**config.mk**
```make
export PLATFORM = sky130hd
export DESIGN_NAME = fifo_stream_reader_flat
export DESIGN_NICKNAME = d
export VERILOG_FILES = /design/src/rtl/fifo_stream_reader_pkg.sv /design/src/rtl/fifo_stream_reader_if.sv /design/src/rtl/fifo_stream_reader_skid_buf2.sv /design/src/rtl/fifo_stream_reader.sv /design/src/flat_wrapper.sv
export SDC_FILE = /design/constraint.sdc
export NUM_CORES = 1
export LEC_CHECK = 0
export CAP_MARGIN = 20
export CORE_MARGIN = 2
export CORE_UTILIZATION = 57
export CTS_BUF_LIST = sky130_fd_sc_hd__clkbuf_4 sky130_fd_sc_hd__clkbuf_8
export DETAILED_ROUTE_END_ITERATION = 16
export GPL_ROUTABILITY_DRIVEN = 1
export MAX_ROUTING_LAYER = met4
export PLACE_DENSITY = 0.93
export SETUP_SLACK_MARGIN = 0.15
export SYNTH_ARGS = -nofsm -noshare
export SYNTH_HDL_FRONTEND = slang
export SYNTH_HIERARCHICAL = 1
export SYNTH_SLANG_ARGS = --single-unit
```
**constraint.sdc**
```tcl
create_clock -name clk -period 2.6 [get_ports clk]
set_input_delay 0.52 -clock clk [delete_from_list [all_inputs] [get_ports clk]]
set_output_delay 0.52 -clock clk [all_outputs]
set_load 0.01 [all_outputs]
```
**src/rtl/fifo_stream_reader_pkg.sv**
```systemverilog
// Shared queue-path package: width defaults, skid depth,
// checker state type and a skid occupancy helper.
package fifo_stream_reader_pkg;

  localparam int DW_DEF     = 16;
  localparam int CW_DEF     = 16;
  localparam int SKID_DEPTH = 2;

  typedef logic [1:0] skid_cnt_t;

  typedef enum logic {
    CHK_SEED = 1'b0,
    CHK_RUN  = 1'b1
  } chk_state_t;

  // Words the buffer will hold after this edge if no new
  // read is issued: held + arriving - leaving.
  function automatic logic [2:0] skid_level(
    input skid_cnt_t cnt,
    input logic      inflight,
    input logic      pop
  );
    return {1'b0, cnt}
         + {2'b00, inflight}
         - {2'b00, pop};
  endfunction

endpackage

```
**src/rtl/fifo_stream_reader_if.sv**
```systemverilog
// FIFO read port + valid/ready output stream bundle.
// master: reader side; slave: FIFO + downstream side.
interface fifo_stream_reader_if #(
  parameter int DW = 16
);

  logic          fifo_rd_en;
  logic          fifo_empty;
  logic [DW-1:0] fifo_rd_data;
  logic          m_valid;
  logic [DW-1:0] m_data;
  logic          m_ready;

  modport master (
    output fifo_rd_en,
    input  fifo_empty,
    input  fifo_rd_data,
    output m_valid,
    output m_data,
    input  m_ready
  );

  modport slave (
    input  fifo_rd_en,
    output fifo_empty,
    output fifo_rd_data,
    input  m_valid,
    input  m_data,
    output m_ready
  );

endinterface

```
**src/rtl/fifo_stream_reader_skid_buf2.sv**
```systemverilog
// skid_buf2: 2-entry register FIFO (push, pop, cnt, head).
// Ports: clk, rst_n, i_push, i_din, i_pop, o_cnt, o_head.
module skid_buf2
  import fifo_stream_reader_pkg::*;
#(
  parameter int DW = DW_DEF
) (
  input  logic          clk,
  input  logic          rst_n,
  input  logic          i_push,
  input  logic [DW-1:0] i_din,
  input  logic          i_pop,
  output skid_cnt_t     o_cnt,
  output logic [DW-1:0] o_head
);

  skid_cnt_t     r_cnt;
  logic [DW-1:0] r_d0;
  logic [DW-1:0] r_d1;

  always_ff @(posedge clk or negedge rst_n) begin
    if (!rst_n) begin
      r_cnt <= '0;
      r_d0  <= '0;
      r_d1  <= '0;
    end else begin
      case ({i_push, i_pop})
        2'b10: begin
          if (r_cnt == 2'd0) r_d0 <= i_din;
          else               r_d1 <= i_din;
          r_cnt <= r_cnt + 2'd1;
        end
        2'b01: begin
          r_d0  <= r_d1;
          r_cnt <= r_cnt - 2'd1;
        end
        2'b11: begin
          // new word queues behind whatever stays
          if (r_cnt == 2'd1) begin
            r_d0 <= i_din;
          end else begin
            r_d0 <= r_d1;
            r_d1 <= i_din;
          end
        end
        default: ;
      endcase
    end
  end

  assign o_cnt  = r_cnt;
  assign o_head = r_d0;

endmodule

```
**src/rtl/fifo_stream_reader.sv**
```systemverilog
// Read-side companion to sync_fifo: issues reads, skid-buffers
// the late data, streams it out and checks for +1 sequence.
// Ports: clk, rst_n, rd_enable, seq_clr, seq_err, err_cnt,
//        bus (fifo_rd_en/empty/rd_data, m_valid/data/ready).
module fifo_stream_reader
  import fifo_stream_reader_pkg::*;
#(
  parameter int DW        = DW_DEF,
  parameter int CW        = CW_DEF,
  parameter bit CHECK_SEQ = 1'b1
) (
  input  logic                 clk,
  input  logic                 rst_n,
  input  logic                 rd_enable,
  input  logic                 seq_clr,
  output logic                 seq_err,
  output logic [CW-1:0]        err_cnt,
  fifo_stream_reader_if.master bus
);

  logic          r_armed;
  logic          r_inflight;
  skid_cnt_t     w_cnt;
  logic [DW-1:0] w_head;
  logic          w_valid;
  logic          w_pop;
  logic [2:0]    w_level;

  assign w_valid = (w_cnt != 2'd0);
  assign w_pop   = w_valid && bus.m_ready;
  assign w_level = skid_level(w_cnt, r_inflight, w_pop);

  // r_armed keeps reads off while rst_n is low, so
  // nothing is taken from the FIFO and then dropped.
  assign bus.fifo_rd_en = r_armed
                       && rd_enable
                       && !bus.fifo_empty
                       && (w_level < 3'(SKID_DEPTH));

  assign bus.m_valid = w_valid;
  assign bus.m_data  = w_head;

  always_ff @(posedge clk or negedge rst_n) begin
    if (!rst_n) begin
      r_armed    <= 1'b0;
      r_inflight <= 1'b0;
    end else begin
      r_armed    <= 1'b1;
      r_inflight <= bus.fifo_rd_en;
    end
  end

  skid_buf2 #(
    .DW(DW)
  ) u_skid (
    .clk   (clk),
    .rst_n (rst_n),
    .i_push(r_inflight),
    .i_din (bus.fifo_rd_data),
    .i_pop (w_pop),
    .o_cnt (w_cnt),
    .o_head(w_head)
  );

  if (CHECK_SEQ) begin : g_chk
    chk_state_t    r_state;
    logic [DW-1:0] r_exp;
    logic          r_err;
    logic [CW-1:0] r_ecnt;

    always_ff @(posedge clk or negedge rst_n) begin
      if (!rst_n) begin
        r_state <= CHK_SEED;
        r_exp   <= '0;
        r_err   <= 1'b0;
        r_ecnt  <= '0;
      end else if (seq_clr) begin
        r_state <= CHK_SEED;
        r_err   <= 1'b0;
        r_ecnt  <= '0;
      end else if (w_pop) begin
        // always resync: one error per discontinuity
        r_state <= CHK_RUN;
        r_exp   <= w_head + DW'(1);
        if (r_state == CHK_RUN && w_head != r_exp) begin
          r_err <= 1'b1;
          if (r_ecnt != '1) r_ecnt <= r_ecnt + CW'(1);
        end else begin
          r_err <= 1'b0;
        end
      end else begin
        r_err <= 1'b0;
      end
    end

    assign seq_err = r_err;
    assign err_cnt = r_ecnt;
  end else begin : g_nochk
    assign seq_err = 1'b0;
    assign err_cnt = '0;
  end

endmodule

```
**src/flat_wrapper.sv**
```systemverilog
// flat-port wrapper written by rule: the top's interface ports become plain ports
module fifo_stream_reader_flat import fifo_stream_reader_pkg::*;
#(
  parameter int DW        = DW_DEF,
  parameter int CW        = CW_DEF,
  parameter bit CHECK_SEQ = 1'b1
)
  (clk, rst_n, rd_enable, seq_clr, seq_err, err_cnt, bus_fifo_rd_en, bus_fifo_empty, bus_fifo_rd_data, bus_m_valid, bus_m_data, bus_m_ready);
  fifo_stream_reader_if #(.DW(DW)) bus_i ();
  input  logic clk;
  input  logic rst_n;
  input  logic rd_enable;
  input  logic seq_clr;
  output logic seq_err;
  output logic [CW-1:0] err_cnt;
  output wire logic [$bits(bus_i.fifo_rd_en)-1:0] bus_fifo_rd_en;
  input wire logic [$bits(bus_i.fifo_empty)-1:0] bus_fifo_empty;
  input wire logic [$bits(bus_i.fifo_rd_data)-1:0] bus_fifo_rd_data;
  output wire logic [$bits(bus_i.m_valid)-1:0] bus_m_valid;
  output wire logic [$bits(bus_i.m_data)-1:0] bus_m_data;
  input wire logic [$bits(bus_i.m_ready)-1:0] bus_m_ready;
  assign bus_fifo_rd_en = bus_i.fifo_rd_en;
  assign bus_i.fifo_empty = bus_fifo_empty;
  assign bus_i.fifo_rd_data = bus_fifo_rd_data;
  assign bus_m_valid = bus_i.m_valid;
  assign bus_m_data = bus_i.m_data;
  assign bus_i.m_ready = bus_m_ready;
  fifo_stream_reader #(.DW(DW), .CW(CW), .CHECK_SEQ(CHECK_SEQ)) u_core (.clk(clk), .rst_n(rst_n), .rd_enable(rd_enable), .seq_clr(seq_clr), .seq_err(seq_err), .err_cnt(err_cnt), .bus(bus_i));
endmodule
```
==> impl_metrics.tcl, run 1 <==
set metrics [dict create \
    status "finished with violations" \
    violations "negative setup slack" \
    reg2reg_slack_ns 0.25 \
    synth_flop_cell "dfrtp_1" \
    finalNonFillerCells 533 \
    cp_max_fo 2 \
    tightest_slew_ns 0.601 \
    startpoint_type "flip-flop" \
    diodes 0 \
    crit_type "reg -> out" \
    nets 480 \
    avgRoutedWirePerCell_um 17.7 \
    htreeDepth 3 \
    ios 57 \
    yosysSeqAreaShare_pct 44.2 \
    ys.warnings.count 6 \
    max-slew-margin-rel_pct 59.9 \
    holdBufCountCts 0 \
    drive_above_1_share_pct 16.6 \
    cts_buffers 9 \
    netlist.top_cell.by_area "dfrtp_1" \
    layout-area-overhead-vs-synth_pct 21.5 \
    firstDrtPassIters 6 \
    finalSetupViolCount 1 \
    synth_top_cell_area_share_pct 44.2 \
    numPortBuffers 56 \
    dp_hpwl_um 6340 \
    fp.dieArea_sq_um 7630 \
    antenna_found_initial 0 \
    grt_pass1_vias 3278 \
    ys_async_sr_fraction_pct 100 \
    arrival_ns 2.17 \
    syn_area_sq_um 3960 \
    synthTopCellsByArea "dfrtp_1, xnor2_1, a21oi_1" \
    cts_max_path_buffers 2 \
    grt_max_degree 46 \
    power_per_cell_area_nw_per_um2 1020 \
    fmax_ghz 0.372 \
    grt-ovfl-total 0 \
    die_y_um 87.4 \
    wirelength_um 9460 \
    start_util_pct 58.6 \
    core_area_sq_um 6760 \
    fp-row-count 30 \
    leakage_nw 1.96 \
    hp-class "in -> async" \
    vias_per_cell 6.31 \
    synthesis.nets 417 \
    reg2reg_to "u_core/r_inflight" \
    tns_ns -0.0906 \
    root_buffer "clkbuf_8" \
    grt_use_total_pct 27.2 \
    fin_ws_ns -0.0906 \
    required_ns 2.08 \
    final_min_period_over_clock_period_pct 103 \
    die_x_um 87.4 \
    yosys.cell_types.count 52 \
    fin_skew_ns 0.00976 \
    gp_congestion 0.824 \
    synth_edf_count 0 \
    vias 3364 \
    drv_slew 0 \
    yosysMostFrequentCell "dfrtp_1" \
    ant_nets 0 \
    grt_setup_unrepaired "true" \
    drtIter0Drc 430 \
    ys_top_cells_by_count "dfrtp_1, a21oi_1, o21ai_0" \
    clock-sinks 70 \
    grt_pass1_wl_um 15700 \
    power_mw 4.91 \
    rr_worst_depth 12 \
    clk_pin_slew_ns 0.08 \
    end_kind "primary output" \
    hold_violations 0 \
    peakVddDrop_v 0.000649 \
    r2r_start "u_core/u_skid/o_cnt[1]" \
    dp_slack_ns -0.620 \
    layout_min_cycle_time_ns 2.69 \
    cts_tree "yes" \
    clk_latency_ns 0.36 \
    syn-instance-count 385 \
    drc 0 \
    ys_seq_elements 70 \
    dp_cells 512 \
    cap_violations 0 \
    syn_avg_cell_area_sq_um 10.3 \
]
## worst max-delay path, cell delays in order (launching register included)
cell and delay, ns:
dfrtp_1 0.38, or2_1 0.26, and2_4 0.15, nor2b_4 0.13, fa_1 0.51, nand4b_1 0.12
nor2_2 0.13, buf_2 0.14
## how the worst max path moves through the flow
stage | startpoint | endpoint | slack [ns]
global route | u_core/u_skid/o_cnt[1] | bus_fifo_rd_en | -0.17
finish | u_core/u_skid/o_cnt[1] | bus_fifo_rd_en | -0.09
floorplan | u_core/u_skid/o_cnt[1] | bus_fifo_rd_en | 0.15
global placement | bus_m_ready | bus_fifo_rd_en | -0.53
detailed placement | bus_m_ready | bus_fifo_rd_en | -0.62
CTS | u_core/u_skid/o_cnt[0] | bus_fifo_rd_en | -0.1
## area by class of cell
type	count	area [sq um]
Clock buffer	10	138
Clock inverter	6	67.6
Fill cell	461	1950
Inverter	7	27.5
Multi-Input combinational cell	282	1990
Sequential cell	70	1750
Tap cell	80	100
Timing Repair Buffer	78	739
## metal layers
layer | GRT usage [%] | vias to the layer above | wire [um]
met5 | - | - | 0
met1 | 34.5 | 1637 | 3900
met4 | 11.7 | 0 | 219
met2 | 42.8 | 174 | 4720
met3 | 5.02 | 24 | 615
li1 | - | 1529 | -
## cell usage in the layout (no fill, tap or decap), drive strengths merged, types with 3 or more instances in the layout
| master | netlist | layout |
|---|---|---|
| dfrtp | 70 | 70 |
| clkdlybuf4s50 | 0 | 53 |
| o21ai | 35 | 35 |
| a21oi | 32 | 32 |
| nand2 | 26 | 26 |
| nand3 | 25 | 25 |
| xnor2 | 24 | 24 |
| buf | 17 | 24 |
| mux2 | 17 | 17 |
| a31oi | 16 | 16 |
| nand4 | 15 | 15 |
| nor2 | 13 | 13 |
| or4 | 12 | 12 |
| o31ai | 11 | 11 |
| clkbuf | 9 | 10 |
| xor2 | 9 | 9 |
| ha | 9 | 9 |
| and3 | 8 | 8 |
| inv | 6 | 8 |
| nor2b | 4 | 4 |
| and2 | 4 | 4 |
| and4 | 3 | 3 |
| nand2b | 3 | 3 |
## timing repair
action,in CTS,in global routing
setup endpoints to repair,1,1
gates resized for setup,8,0
buffers inserted,4,1
pin swaps,6,4
endpoints found under the hold margin,0,0
## power breakdown
| part | switching (mW) | internal [mW] | total, mW |
|---|---|---|---|
| clock | 0.453 | 0.474 | 0.927 |
| sequential | 0.469 | 1.48 | 1.95 |
| combinational | 0.962 | 1.06 | 2.03 |
| total | 1.88 | 3.02 | 4.91 |
## sequential cells by signal (all words and copies together) (netlist names)
register and cells:
u_core/r_inflight 1, u_core/u_skid/r_d1 16, u_core/r_armed 1, u_core/err_cnt 16
u_core/seq_err 1, u_core/u_skid/o_cnt 2, u_core/g_chk.r_exp 16, u_core/g_chk.r_state 1
u_core/u_skid/o_head 16
## cell families after synthesis
family | share of synthesized area, %
and+or+nand+nor | 18.2
adders and majority gates | 3.35
DFF | 44.2
muxes | 5.78
xor gates and xnor gates | 7.49
buffers and inverters | 6.03
AOI/OAI and AO/OA | 14.9
other | 0.0947
## through the flow
| stage | area, sq um | hold slack (ns) | util (%) |
|---|---|---|---|
| 3_3_place_gp | 4560 | 0.481 | 67.5 |
| 3_5_place_dp | 4560 | 0.490 | 67.5 |
| 5_1_grt | 4810 | 0.206 | 71.2 |
| 2_1_floorplan | 3970 | 0.224 | - |
| 4_1_cts | 4800 | 0.177 | 71.1 |
| 6_report | 4810 | 0.167 | 71.2 |
No activity file was read; power rests on OpenSTA's default activity.
==> inputs of run 2 (changes only) <==
--- a/config.mk
+++ b/config.mk
@@ -6,6 +6,7 @@
 export NUM_CORES = 1
 export LEC_CHECK = 0
 export CAP_MARGIN = 20
+export CORE_ASPECT_RATIO = 0.5
 export CORE_MARGIN = 2
 export CORE_UTILIZATION = 57
 export CTS_BUF_LIST = sky130_fd_sc_hd__clkbuf_4 sky130_fd_sc_hd__clkbuf_8
==> impl_metrics.tcl, run 2 (same netlist as run 1, synthesis figures left out) <==
set metrics [dict create \
    r2r_start "u_core/u_skid/o_cnt[0]" \
    drtIter0Drc 317 \
    final_cell_mix "dfrtp_1, clkdlybuf4s50_1, a21oi_1" \
    reg2reg_to "u_core/u_skid/r_d1[5]" \
    dp_slack_ns -0.559 \
    p_int_mw 2.96 \
    p_sw_share_pct 38.4 \
    diodes 0 \
    root_buffer "clkbuf_8" \
    ant_nets 0 \
    clock-sinks 70 \
    cp_max_fo 2 \
    max-slew-margin-rel_pct 57.7 \
    hp-class "in -> async" \
    holdBufCountCts 0 \
    htreeDepth 3 \
    firstDrtPassIters 5 \
    ios 57 \
    path_buf_inv 1 \
    fmax_ghz 0.377 \
    drive_above_1_share_pct 16.0 \
    tightest_slew_ns 0.633 \
    power_per_cell_area_nw_per_um2 1000 \
    startpoint_type "flip-flop" \
    numPortBuffers 56 \
    cts_tree "yes" \
    die_y_um 62.9 \
    grt_use_total_pct 27.0 \
    dp_hpwl_um 6220 \
    p_switching_mw 1.84 \
    gp_congestion 0.813 \
    fin_ws_ns -0.0520 \
    final_min_period_over_clock_period_pct 102 \
    end_kind "primary output" \
    core_area_sq_um 6700 \
    grt-ovfl-total 0 \
    avgRoutedWirePerCell_um 17.1 \
    register_area_sq_um 1750 \
    peakVddDrop_v 0.000465 \
    slowest_delay_ns 0.51 \
    drc 0 \
    fin_skew_ns 0.0116 \
    drv_slew 0 \
    nets 479 \
    cts_max_path_buffers 2 \
    layout_min_cycle_time_ns 2.65 \
    multiInputGateArea_sq_um 1990 \
    critPathSlowestCell "fa_1" \
    reg2reg_slack_ns 0.40 \
    final_common_cell "dfrtp_1" \
    clk_latency_ns 0.36 \
    crit_type "reg -> out" \
    cap_violations 0 \
    cts_buffers 9 \
    vias_per_cell 6.11 \
    vias 3314 \
    layout-area-overhead-vs-synth_pct 20.9 \
    clk_pin_slew_ns 0.07 \
    leakage_nw 1.94 \
    hold_violations 0 \
    tns_ns -0.0520 \
    grt_setup_unrepaired "true" \
    violations "negative setup slack" \
    antenna_found_initial 0 \
    pwr-share-clk_pct 15.9 \
    start_util_pct 59.1 \
    arrival_ns 2.13 \
    rr_worst_depth 8 \
    die_x_um 122 \
    wirelength_um 9270 \
    grt_pass1_wl_um 15800 \
    grt_max_degree 71 \
    finalSetupViolCount 1 \
    fill_cells 428 \
    required_ns 2.08 \
    p_seq_share_pct 40.4 \
    grt_pass1_vias 3228 \
    critical_path.top_delay_family "simple AND/OR/NAND/NOR gates" \
    status "finished with violations" \
    fp-row-count 21 \
    pwr-share-comb_pct 43.6 \
    fp.dieArea_sq_um 7670 \
    path_cells "or2_1, and2_4, nor2b_4, fa_1, nand4b_1, nor2_2, buf_2" \
]
run 2: power groups by stage:
stage | Combinational [mW] | Clock, mW | Sequential (mW)
after floorplan | 1.34 | 0 | 1.90
after global placement | 1.93 | 0 | 1.91
after detailed placement | 2.03 | 0 | 1.94
after CTS | 2.08 | 0.776 | 1.93
after global routing | 2.27 | 0.834 | 1.99
final | 2.10 | 0.765 | 1.94
run 2: final cells by class:
type	count	share of cell area [%]
Tap cell	92	2.40
Clock buffer	12	3.19
Clock inverter	2	0.209
Timing Repair Buffer	77	15.6
Inverter	7	0.575
Multi-Input combinational cell	282	41.5
Sequential cell	70	36.6
run 2: worst max path at each step:
stage | from | end | cells after the start
finish | u_core/u_skid/o_cnt[0] | bus_fifo_rd_en | 7
global route | u_core/u_skid/o_cnt[1] | bus_fifo_rd_en | 8
detailed placement | bus_m_ready | bus_fifo_rd_en | 8
global placement | bus_m_ready | bus_fifo_rd_en | 8
CTS | u_core/u_skid/o_cnt[1] | bus_fifo_rd_en | 7
floorplan | u_core/u_skid/o_cnt[1] | bus_fifo_rd_en | 7
run 2: timing repair:
action                     CTS  global route
buffers inserted             2             1
setup endpoints to repair    1             1
pin swaps                    1             6
gates resized for setup      8             0
run 2: worst register-to-register path, stage by stage (launching register included):
cell and delay [ns]:
dfrtp_1 0.37, or2_1 0.26, and2_4 0.15, buf_4 0.17, ha_1 0.22, a22oi_1 0.18
o21a_1 0.19, buf_12 0.18, mux2_2 0.36
run 2: layer usage:
| metal | vias to the layer above | global-route usage [%] | wire, um |
|---|---|---|---|
| met5 | - | - | 0 |
| met4 | 0 | 8.62 | 97 |
| met3 | 10 | 6.39 | 588 |
| met2 | 161 | 42.0 | 4560 |
| met1 | 1625 | 35.3 | 4020 |
| li1 | 1518 | - | - |
run 2: per-stage QoR:
step	util, %	cell area [sq um]	std cells	hold slack [ns]	power, mW
global placement	68.6	4600	525	0.482	3.84
floorplan	-	3970	385	0.224	3.23
global route	71.4	4790	542	0.210	5.10
finish	71.4	4790	542	0.187	4.81
detailed placement	68.6	4600	525	0.489	3.97
CTS	71.3	4780	541	0.206	4.78
